**src/rtl/scan_frame_rx_pkg.sv**
```systemverilog
// Shared definitions for the LED-matrix row-scan receiver: default geometry and FSM states.
// Row r of a packed frame occupies bits [r*COLS +: COLS].
package scan_frame_rx_pkg;

    localparam int unsigned ROWS_DEF = 8;
    localparam int unsigned COLS_DEF = 8;

    typedef enum logic {
        HUNT,
        COLLECT
    } scan_state_t;

endpackage

```
**src/rtl/scan_frame_rx_sync_bus.sv**
```systemverilog
// W-bit multi-flop synchronizer for a bus asynchronous to clk; async active-low reset to 0.
module sync_bus #(
    parameter int unsigned W      = 8,
    parameter int unsigned STAGES = 2
)(
    input  logic         clk,
    input  logic         _rst,
    input  logic [W-1:0] d,
    output logic [W-1:0] q
);

    logic [STAGES-1:0][W-1:0] ff;

    always_ff @(posedge clk or negedge _rst) begin
        if (!_rst) ff <= '0;
        else       ff <= {ff[STAGES-2:0], d};
    end

    assign q = ff[STAGES-1];

endmodule

```
**src/rtl/scan_frame_rx.sv**
```systemverilog
// Rebuilds the 8x8 frame from the scanner's one-hot row strobe and row data,
// publishing only complete in-order frames and flagging protocol violations.
module scan_frame_rx
    import scan_frame_rx_pkg::*;
#(
    parameter int unsigned ROWS        = ROWS_DEF,
    parameter int unsigned COLS        = COLS_DEF,
    parameter int unsigned SYNC_STAGES = 2,
    parameter int unsigned SETTLE      = 2
)(
    input  logic                 clk,
    input  logic                 _rst,
    input  logic [ROWS-1:0]      row_in,
    input  logic [COLS-1:0]      data_in,
    output logic [ROWS*COLS-1:0] frame,
    output logic                 frame_valid,
    output logic                 locked,
    output logic                 scan_err,
    output logic [15:0]          frames_rx
);

    localparam int unsigned IW = (ROWS > 1) ? $clog2(ROWS) : 1;
    localparam int unsigned CW = $clog2(SETTLE + 1);
    localparam int unsigned HW = $clog2(ROWS + 1);
    localparam logic [IW-1:0] LAST = IW'(ROWS - 1);

    logic [ROWS+COLS-1:0] pair_s;
    logic [ROWS+COLS-1:0] pair_q;
    logic [CW-1:0]        cnt;
    logic                 stable;
    logic                 ev_q;
    logic [ROWS-1:0]      ev_row;
    logic [COLS-1:0]      ev_data;

    sync_bus #(
        .W      (ROWS + COLS),
        .STAGES (SYNC_STAGES)
    ) u_sync (
        .clk  (clk),
        ._rst (_rst),
        .d    ({row_in, data_in}),
        .q    (pair_s)
    );

    assign stable = (pair_s == pair_q);

    // Dwell tracking: the event is registered, so classification acts one cycle after settling.
    always_ff @(posedge clk or negedge _rst) begin
        if (!_rst) begin
            pair_q  <= '0;
            cnt     <= '0;
            ev_q    <= 1'b0;
            ev_row  <= '0;
            ev_data <= '0;
        end else begin
            pair_q <= pair_s;
            if (!stable)                cnt <= '0;
            else if (cnt != CW'(SETTLE)) cnt <= cnt + 1'b1;
            ev_q    <= stable && (cnt == CW'(SETTLE - 1));
            ev_row  <= pair_s[ROWS+COLS-1:COLS];
            ev_data <= pair_s[COLS-1:0];
        end
    end

    logic [IW-1:0] k;
    logic [HW-1:0] hits;
    logic          blank;
    logic          multi;

    always_comb begin
        k    = '0;
        hits = '0;
        for (int unsigned i = 0; i < ROWS; i++) begin
            if (ev_row[i]) begin
                k    = IW'(i);
                hits = hits + 1'b1;
            end
        end
    end

    assign blank = (hits == '0);
    assign multi = (hits > HW'(1));

    scan_state_t           state;
    logic [IW-1:0]         exp_idx;
    logic [IW-1:0]         prev_idx;
    logic [ROWS*COLS-1:0]  line;
    logic                  pub;

    assign prev_idx = (exp_idx == '0) ? LAST : exp_idx - 1'b1;

    always_ff @(posedge clk or negedge _rst) begin
        if (!_rst) begin
            state       <= HUNT;
            exp_idx     <= '0;
            line        <= '0;
            pub         <= 1'b0;
            frame       <= '0;
            frame_valid <= 1'b0;
            locked      <= 1'b0;
            scan_err    <= 1'b0;
            frames_rx   <= '0;
        end else begin
            frame_valid <= 1'b0;
            scan_err    <= 1'b0;
            pub         <= 1'b0;
            if (pub) begin
                frame       <= line;
                frame_valid <= 1'b1;
                frames_rx   <= frames_rx + 1'b1;
                locked      <= 1'b1;
            end
            if (ev_q && !blank) begin
                if (multi) begin
                    scan_err <= 1'b1;
                    locked   <= 1'b0;
                    state    <= HUNT;
                end else if (state == HUNT) begin
                    if (k == '0) begin
                        line[0 +: COLS] <= ev_data;
                        exp_idx         <= IW'(1);
                        state           <= COLLECT;
                    end
                end else if (k == exp_idx) begin
                    line[k*COLS +: COLS] <= ev_data;
                    if (k == LAST) begin
                        pub     <= 1'b1;
                        exp_idx <= '0;
                    end else begin
                        exp_idx <= exp_idx + 1'b1;
                    end
                end else if (k == prev_idx) begin
                    line[k*COLS +: COLS] <= ev_data;
                end else if (k == '0) begin
                    scan_err        <= 1'b1;
                    locked          <= 1'b0;
                    line[0 +: COLS] <= ev_data;
                    exp_idx         <= IW'(1);
                end else begin
                    scan_err <= 1'b1;
                    locked   <= 1'b0;
                    state    <= HUNT;
                end
            end
        end
    end

endmodule

```
**config.mk**
```make
export PLATFORM = sky130hd
export DESIGN_NAME = scan_frame_rx
export DESIGN_NICKNAME = d
export VERILOG_FILES = /design/src/rtl/scan_frame_rx_pkg.sv /design/src/rtl/scan_frame_rx_sync_bus.sv /design/src/rtl/scan_frame_rx.sv
export SDC_FILE = /design/constraint.sdc
export NUM_CORES = 1
export LEC_CHECK = 0
export CORE_UTILIZATION = 55
export DETAILED_ROUTE_END_ITERATION = 7
export PLACE_DENSITY = 0.85
export RECOVER_POWER = 50
export SLEW_MARGIN = 20
export SYNTH_ARGS = -nofsm -noshare
export SYNTH_HDL_FRONTEND = slang
export SYNTH_SLANG_ARGS = --single-unit
```
**constraint.sdc**
```tcl
create_clock -name clk -period 5.59 [get_ports clk]
set_input_delay 1.118 -clock clk [delete_from_list [all_inputs] [get_ports clk]]
set_output_delay 1.118 -clock clk [all_outputs]
set_load 0.05 [all_outputs]
```
==> results.sh, run 1 <==
export IMPL_clkTransAtPathRegs_ps=60
export IMPL_tns_ps=0
export IMPL_min_to="u_sync.q[5]$_DFF_PN0_"
export IMPL_netlist_cell_type_count=64
export IMPL_hold_ws_ps=344
export IMPL_syn_inst=666
export IMPL_area_growth_pct=21.2
export IMPL_p_total_mw=3.23
export IMPL_grt_pass1_vias=5779
export IMPL_cts_buffers=21
export IMPL_layout_cells_most_common_list="dfrtp_1 (203), mux2_2 (104), clkdlybuf4s50_1 (83), nand2_1 (43), inv_1 (30)"
export IMPL_failed_checks="max-capacitance violations, max-slew violations"
export IMPL_place_gp_congestion=0.861
export IMPL_timing_fmax_ghz=0.193
export IMPL_maxCapViolCount=2
export IMPL_grt_pass1_wl_mm=30.0
export IMPL_drive_gt1_share_pct=21.3
export IMPL_worst_pin_slew_ps=2580
export IMPL_viasPerCell=5.51
export IMPL_die_h_microns=128
export IMPL_r2r_end="line[16]$_DFFE_PN0P_"
export IMPL_wire_per_inst_microns=18.1
export IMPL_cts_buffer_depth=3
export IMPL_p_per_area_mw_per_mm2=305
export IMPL_drc=0
export IMPL_tritoncts="yes"
export IMPL_cp_top_family="adder cells"
export IMPL_coreArea_sq_mm=0.0154
export IMPL_synth_seq_cells=203
export IMPL_ys_seq_area_share_pct=58.1
export IMPL_root_buffer="clkbuf_16"
export IMPL_criticalPathCategory="flop to flop"
export IMPL_slew_violations=155
export IMPL_grt_max_degree=108
export IMPL_numClockSinks=203
export IMPL_syn_avg_cell_area_sq_um=13.1
export IMPL_detail_route_antenna_nets=0
export IMPL_clk_insertion_delay_late_ps=500
export IMPL_outcome="complete, but fails checks"
export IMPL_stdcell_area_sq_mm=0.0106
export IMPL_cp_end_kind="flop"
export IMPL_cts_repair_resize_count=0
export IMPL_crit_top_cell="ha_1"
export IMPL_start_kind="flop"
export IMPL_routed_wirelength_mm=17.9
export IMPL_grt_usage_pct=23.2
export IMPL_ir_worst_vdd_uv=250
export IMPL_die_area_sq_mm=0.0164
export IMPL_grt_ovfl_total=0
export IMPL_syn_area_sq_mm=0.00874
export IMPL_final_common_cell="dfrtp_1"
export IMPL_antennaDiodeCount=0
export IMPL_synth_edf_count=0
export IMPL_rows=45
export IMPL_hp_start="u_sync.ff[5]$_DFF_PN0_"
export IMPL_min_period_ps=5180
export IMPL_ioPinCount=101
export IMPL_vias=5424
export IMPL_crit_buf_inv=1
export IMPL_critPathArrivalTime_ps=5560
export IMPL_dp_slack_ps=443
export IMPL_drtIter0Drc=321
export IMPL_final_setup_skew_ps=17.1
export IMPL_cts_hold_buf=0
export IMPL_timing_rr_start="ev_row[1]$_DFF_PN0_"
export IMPL_cts_max_level=1
export IMPL_max_stage_delay_ps=520
export IMPL_maxSlewHeadroom_pct=-71.8
export IMPL_dp_hpwl_mm=11.6
export IMPL_synth_async_reset_ratio_pct=100
export IMPL_worstPathRequired_ps=5970
export IMPL_fin_ws_ps=410
export IMPL_yosysWarnings=0
export IMPL_placed_cell_area_sq_mm=0.00988
export IMPL_rsz0062_at_grt="false"
export IMPL_reg2reg_slack_ps=410
export IMPL_start_util_pct=56.8
export IMPL_reg2reg_depth=19
export IMPL_io_buffers=100
export IMPL_hold_violations=0
export IMPL_min_delay_path_depth=0
export IMPL_post_cts_setup_buffer_count=0
export IMPL_setup_viol_count_final=0
export IMPL_die_width_microns=128
export IMPL_nets=797
export IMPL_syn_num_nets=703
export IMPL_synth_ff_type="dfrtp_1"
export IMPL_post_route_period_util_pct=92.7
export IMPL_critPathMaxFanout=8
export IMPL_p_leak_nw=5.07
export IMPL_hp_class="flop to flop"
export IMPL_critPathSlowestCell="and4_2"
export IMPL_antenna_found_initial=0
export IMPL_firstDrtPassIters=5
export IMPL_cp_cell_sequence="inv_1 -> ha_1 -> xor2_1 -> ha_1 -> xnor2_1 -> nand2_1 -> o31ai_1 -> xor2_1 -> mux2_2 -> ha_1 -> o221ai_1 -> nand2_1 -> ha_1 -> or2_0 -> o21ai_0 -> a21oi_1 -> mux2i_2 -> and4_2 -> mux2_2"
## registers in the layout, summed over array words and instances, names as in the netlist
register	count
ev_data	7
frame	64
ev_row	8
state	1
line	64
locked	1
scan_err	1
frames_rx	16
cnt	2
ev_q	1
u_sync.q	16
exp_idx	3
u_sync.ff	16
pair_q	1
frame_valid	1
pub	1
## synth_stat cells, types with 2 or more instances
library cell / n / area share (%)
inv_1: 30 / 1.3
xor2_1: 27 / 2.7
and3_1: 24 / 1.7
xnor2_1: 21 / 2.1
or3_1: 3 / 0.21
clkbuf_1: 16 / 0.69
mux2_2: 105 / 14
mux2_1: 11 / 1.4
nor3_1: 5 / 0.29
o211ai_1: 2 / 0.17
and4b_1: 2 / 0.23
buf_1: 6 / 0.26
buf_6: 2 / 0.26
nor2b_1: 5 / 0.36
buf_4: 5 / 0.43
nor2_2: 3 / 0.21
nand4_1: 7 / 0.50
ha_1: 19 / 2.7
o22ai_1: 3 / 0.21
buf_2: 4 / 0.23
mux2i_1: 17 / 1.9
nand3_1: 11 / 0.63
nor2_1: 25 / 1.1
a21oi_1: 9 / 0.52
dfrtp_1: 203 / 58
and4_1: 4 / 0.40
nor4_1: 6 / 0.43
nand2_1: 43 / 1.8
xnor2_2: 3 / 0.56
o21ai_0: 11 / 0.63
## worst reg2reg max path, delay by kind of cell (launching register included)
| family | cells | cell delay [ps] |
|---|---|---|
| adders and majority gates | 4 | 1270 |
| xor gates and xnor gates | 3 | 630 |
| muxes | 3 | 1190 |
| buffers and inverters | 1 | 90 |
| AOI/OAI and AO/OA | 4 | 490 |
| DFF | 1 | 440 |
| and+or+nand+nor | 4 | 930 |
## worst max-delay path by stage
stage | start | endpoint | slack [ps] | depth (start not counted)
finish | ev_row[1]$_DFF_PN0_ | line[16]$_DFFE_PN0P_ | 410 | 19
global route | ev_row[1]$_DFF_PN0_ | line[57]$_DFFE_PN0P_ | 30 | 19
CTS | ev_row[1]$_DFF_PN0_ | line[16]$_DFFE_PN0P_ | 400 | 18
detailed placement | ev_row[1]$_DFF_PN0_ | line[17]$_DFFE_PN0P_ | 440 | 18
global placement | ev_row[1]$_DFF_PN0_ | line[22]$_DFFE_PN0P_ | 740 | 19
floorplan | ev_row[1]$_DFF_PN0_ | line[16]$_DFFE_PN0P_ | 1170 | 21
## report_power, final
part,leakage [nW],internal (mW),switching (mW)
registers,2.73,1.49,0.0284
logic,1.98,0.0962,0.161
clock network,0.361,0.915,0.544
total,5.07,2.50,0.733
## logic make-up (layout without fill, tap and decap cells)
| family | count (synthesis) | after routing | share of synthesized area [%] |
|---|---|---|---|
| mux | 134 | 134 | 17.1 |
| flops | 203 | 203 | 58.1 |
| fa+ha+maj | 19 | 19 | 2.72 |
| simple gates | 155 | 155 | 9.95 |
| xor+xnor | 54 | 54 | 6.10 |
| buf+inv | 66 | 173 | 3.31 |
| compound gates | 35 | 35 | 2.73 |
## layout make-up
class | count | area, sq um
tap | 211 | 264
multi-input combinational | 397 | 3370
timing repair buffer | 105 | 1030
inverter | 32 | 121
clock inverter | 9 | 153
fill | 1060 | 4780
sequential | 203 | 5080
clock buffer | 27 | 578
## stage by stage
step / utilization (%) / instances
2_1_floorplan: - / 666
3_3_place_gp: 64.3 / 948
3_5_place_dp: 64.3 / 948
4_1_cts: 69.0 / 984
5_1_grt: 68.9 / 984
6_report: 68.9 / 984
## metal layers
layer	global-route usage, %	wire length (microns)	vias up
met4	6.78	376	0
met3	3.84	1050	34
li1	-	-	2466
met2	39.9	8900	197
met1	30.6	7530	2727
met5	0	0	-
No activity file was read; power rests on OpenSTA's default activity.
==> run 2, diff against run 1 <==
- CORE_UTILIZATION: 55 -> 56
- PLACE_DENSITY: 0.85 -> 0.86
- SLEW_MARGIN: 20 -> 15
==> run 2 against run 1 <==
The flow still finishes with violations (max-capacitance violations, max-slew violations). Final area is 0.87% lower. Total power shrank 4.2%. Die area down 1.8%. Via count fell by 0.26%. Final cell count down 2.3%. Clock power shrank 9%. Register-to-register slack gained 20 ps. Clock-buffer cell count did not move. Critical path type unchanged. Largest cell class unchanged. Highest routed layer unchanged.
==> results.sh, run 2 (same netlist as run 1, synthesis figures left out) <==
export IMPL_die_h_microns=127
export IMPL_die_area_sq_mm=0.0161
export IMPL_tns_ps=0
export IMPL_ir_worst_vdd_uv=241
export IMPL_worst_pin_slew_ps=2890
export IMPL_rsz0062_at_grt="false"
export IMPL_crit_top_cell="ha_1"
export IMPL_clk_insertion_delay_late_ps=500
export IMPL_layout_cells_most_common_list="dfrtp_1 (203), mux2_2 (105), clkdlybuf4s50_1 (83), nand2_1 (43), inv_1 (30)"
export IMPL_numClockSinks=203
export IMPL_drtIter0Drc=347
export IMPL_start_util_pct=57.5
export IMPL_hold_violations=0
export IMPL_min_period_ps=5160
export IMPL_grt_max_degree=123
export IMPL_max_stage_delay_ps=540
export IMPL_maxCapViolCount=2
export IMPL_fillers=1018
export IMPL_grt_ovfl_total=0
export IMPL_critPathSlowestCell="and4_1"
export IMPL_drive_gt1_share_pct=21.5
export IMPL_firstDrtPassIters=5
export IMPL_cts_hold_buf=0
export IMPL_final_setup_skew_ps=18.6
export IMPL_slew_violations=168
export IMPL_cts_repair_resize_count=0
export IMPL_grt_pass1_wl_mm=28.6
export IMPL_top_regs="frame: 64 flops, line: 64 flops"
export IMPL_hold_ws_ps=346
export IMPL_hp_class="flop to flop"
export IMPL_viasPerCell=5.63
export IMPL_clkTransAtPathRegs_ps=60
export IMPL_coreArea_sq_mm=0.0152
export IMPL_critPathMaxFanout=10
export IMPL_criticalPathCategory="flop to flop"
export IMPL_detail_route_antenna_nets=0
export IMPL_antennaDiodeCount=0
export IMPL_outcome="complete, but fails checks"
export IMPL_cp_end_kind="flop"
export IMPL_reg2reg_slack_ps=430
export IMPL_timing_rr_start="ev_row[1]$_DFF_PN0_"
export IMPL_drc=0
export IMPL_crit_buf_inv=1
export IMPL_grt_usage_pct=22.3
export IMPL_area_growth_pct=20.2
export IMPL_cts_buffer_depth=3
export IMPL_die_width_microns=127
export IMPL_antenna_found_initial=0
export IMPL_wire_per_inst_microns=18.0
export IMPL_start_kind="flop"
export IMPL_failed_checks="max-capacitance violations, max-slew violations"
export IMPL_rows=45
export IMPL_p_per_area_mw_per_mm2=295
export IMPL_setup_viol_count_final=0
export IMPL_p_leak_nw=5.04
export IMPL_tritoncts="yes"
export IMPL_grt_pass1_vias=5692
export IMPL_post_route_period_util_pct=92.3
export IMPL_routed_wirelength_mm=17.3
export IMPL_post_cts_setup_buffer_count=0
export IMPL_io_buffers=100
export IMPL_cts_max_level=1
export IMPL_critPathLaunch="ev_row[1]$_DFF_PN0_"
export IMPL_nets=796
export IMPL_hp_start="u_sync.ff[8]$_DFF_PN0_"
export IMPL_maxSlewHeadroom_pct=-93.0
export IMPL_worstPathRequired_ps=5960
export IMPL_root_buffer="clkbuf_16"
export IMPL_critPathArrivalTime_ps=5530
export IMPL_final_common_cell="dfrtp_1"
export IMPL_dp_hpwl_mm=11.7
export IMPL_cp_top_family="multiplexers"
export IMPL_place_gp_congestion=0.893
export IMPL_vias=5410
export IMPL_cp_cell_sequence="inv_1 -> ha_1 -> xor2_1 -> ha_1 -> xnor2_1 -> nand2_1 -> o31ai_1 -> xor2_1 -> mux2_2 -> nor2_1 -> a21oi_1 -> ha_1 -> nand2_1 -> xnor3_1 -> or2_0 -> o21ai_0 -> a21oi_1 -> mux2i_2 -> and4_1 -> mux2_1"
export IMPL_ioPinCount=101
export IMPL_timing_fmax_ghz=0.194
export IMPL_cts_buffers=20
==> run 2: metal layers <==
layer / vias up / track usage, % / routed length, microns
met4: 0 / 6.02 / 424
met5: - / 0 / 0
met1: 2721 / 29.6 / 7430
met3: 39 / 3.04 / 765
met2: 172 / 38.8 / 8680
li1: 2478 / - / -
==> run 2: path summary, 6_finish.rpt <==
path,cells after the start,end
max,20,line[18]$_DFFE_PN0P_
min,0,u_sync.q[8]$_DFF_PN0_
max reg2reg,20,line[18]$_DFFE_PN0P_
min reg2reg,0,u_sync.q[8]$_DFF_PN0_
max in group asynchronous,2,frame[33]$_DFFE_PN0P_
min in group asynchronous,1,frames_rx[12]$_DFFE_PN0P_
==> run 2: power by group <==
group          switching [mW]  internal [mW]
clock                   0.553          0.778
sequential             0.0283           1.49
combinational           0.155         0.0966
==> run 2: worst register-to-register path, stage by stage, from the launching register on <==
cell     delay [ps]
dfrtp_1         440
inv_1            90
ha_1            420
xor2_1          310
ha_1            320
xnor2_1         130
nand2_1          90
o31ai_1          90
xor2_1          180
mux2_2          300
nor2_1          100
a21oi_1          50
ha_1            210
nand2_1          80
xnor3_1         450
or2_0           220
o21ai_0          80
a21oi_1         110
mux2i_2         430
and4_1          550
mux2_1          390
==> run 2: final cells by class <==
type / count / area (sq um) / share of cell area [%]
clock buffers: 27 / 577 / 5.49
clock inverters: 9 / 88.8 / 0.846
inverters: 32 / 121 / 1.16
multi-input cells: 397 / 3370 / 32.1
flip-flops and latches: 203 / 5080 / 48.4
well taps: 188 / 235 / 2.24
repair buffers: 105 / 1030 / 9.81
==> run 2: metrics by stage <==
stage / total power [mW] / util (%) / cells / cell area, sq um / setup slack, ps
after detailed placement: 1.80 / 64.7 / 924 / 9840 / 248
after global placement: 1.78 / 64.7 / 924 / 9840 / 665
after global routing: 3.20 / 69.1 / 961 / 10500 / 147
after CTS: 3.12 / 69.1 / 960 / 10500 / 239
final: 3.10 / 69.1 / 961 / 10500 / 431
after floorplan: 1.71 / - / 666 / 8740 / 1170
==> run 3, diff against run 2 <==
==> constraint.sdc (replaced) <==
create_clock -name clk -period 5.59 [get_ports clk]
set_input_delay 1.118 -clock clk [delete_from_list [all_inputs] [get_ports clk]]
set_output_delay 1.118 -clock clk [all_outputs]
set_load 0.005 [all_outputs]
==> results of run 3 <==
Same layout as run 2: the final DEF is identical, and so are final timing and power.
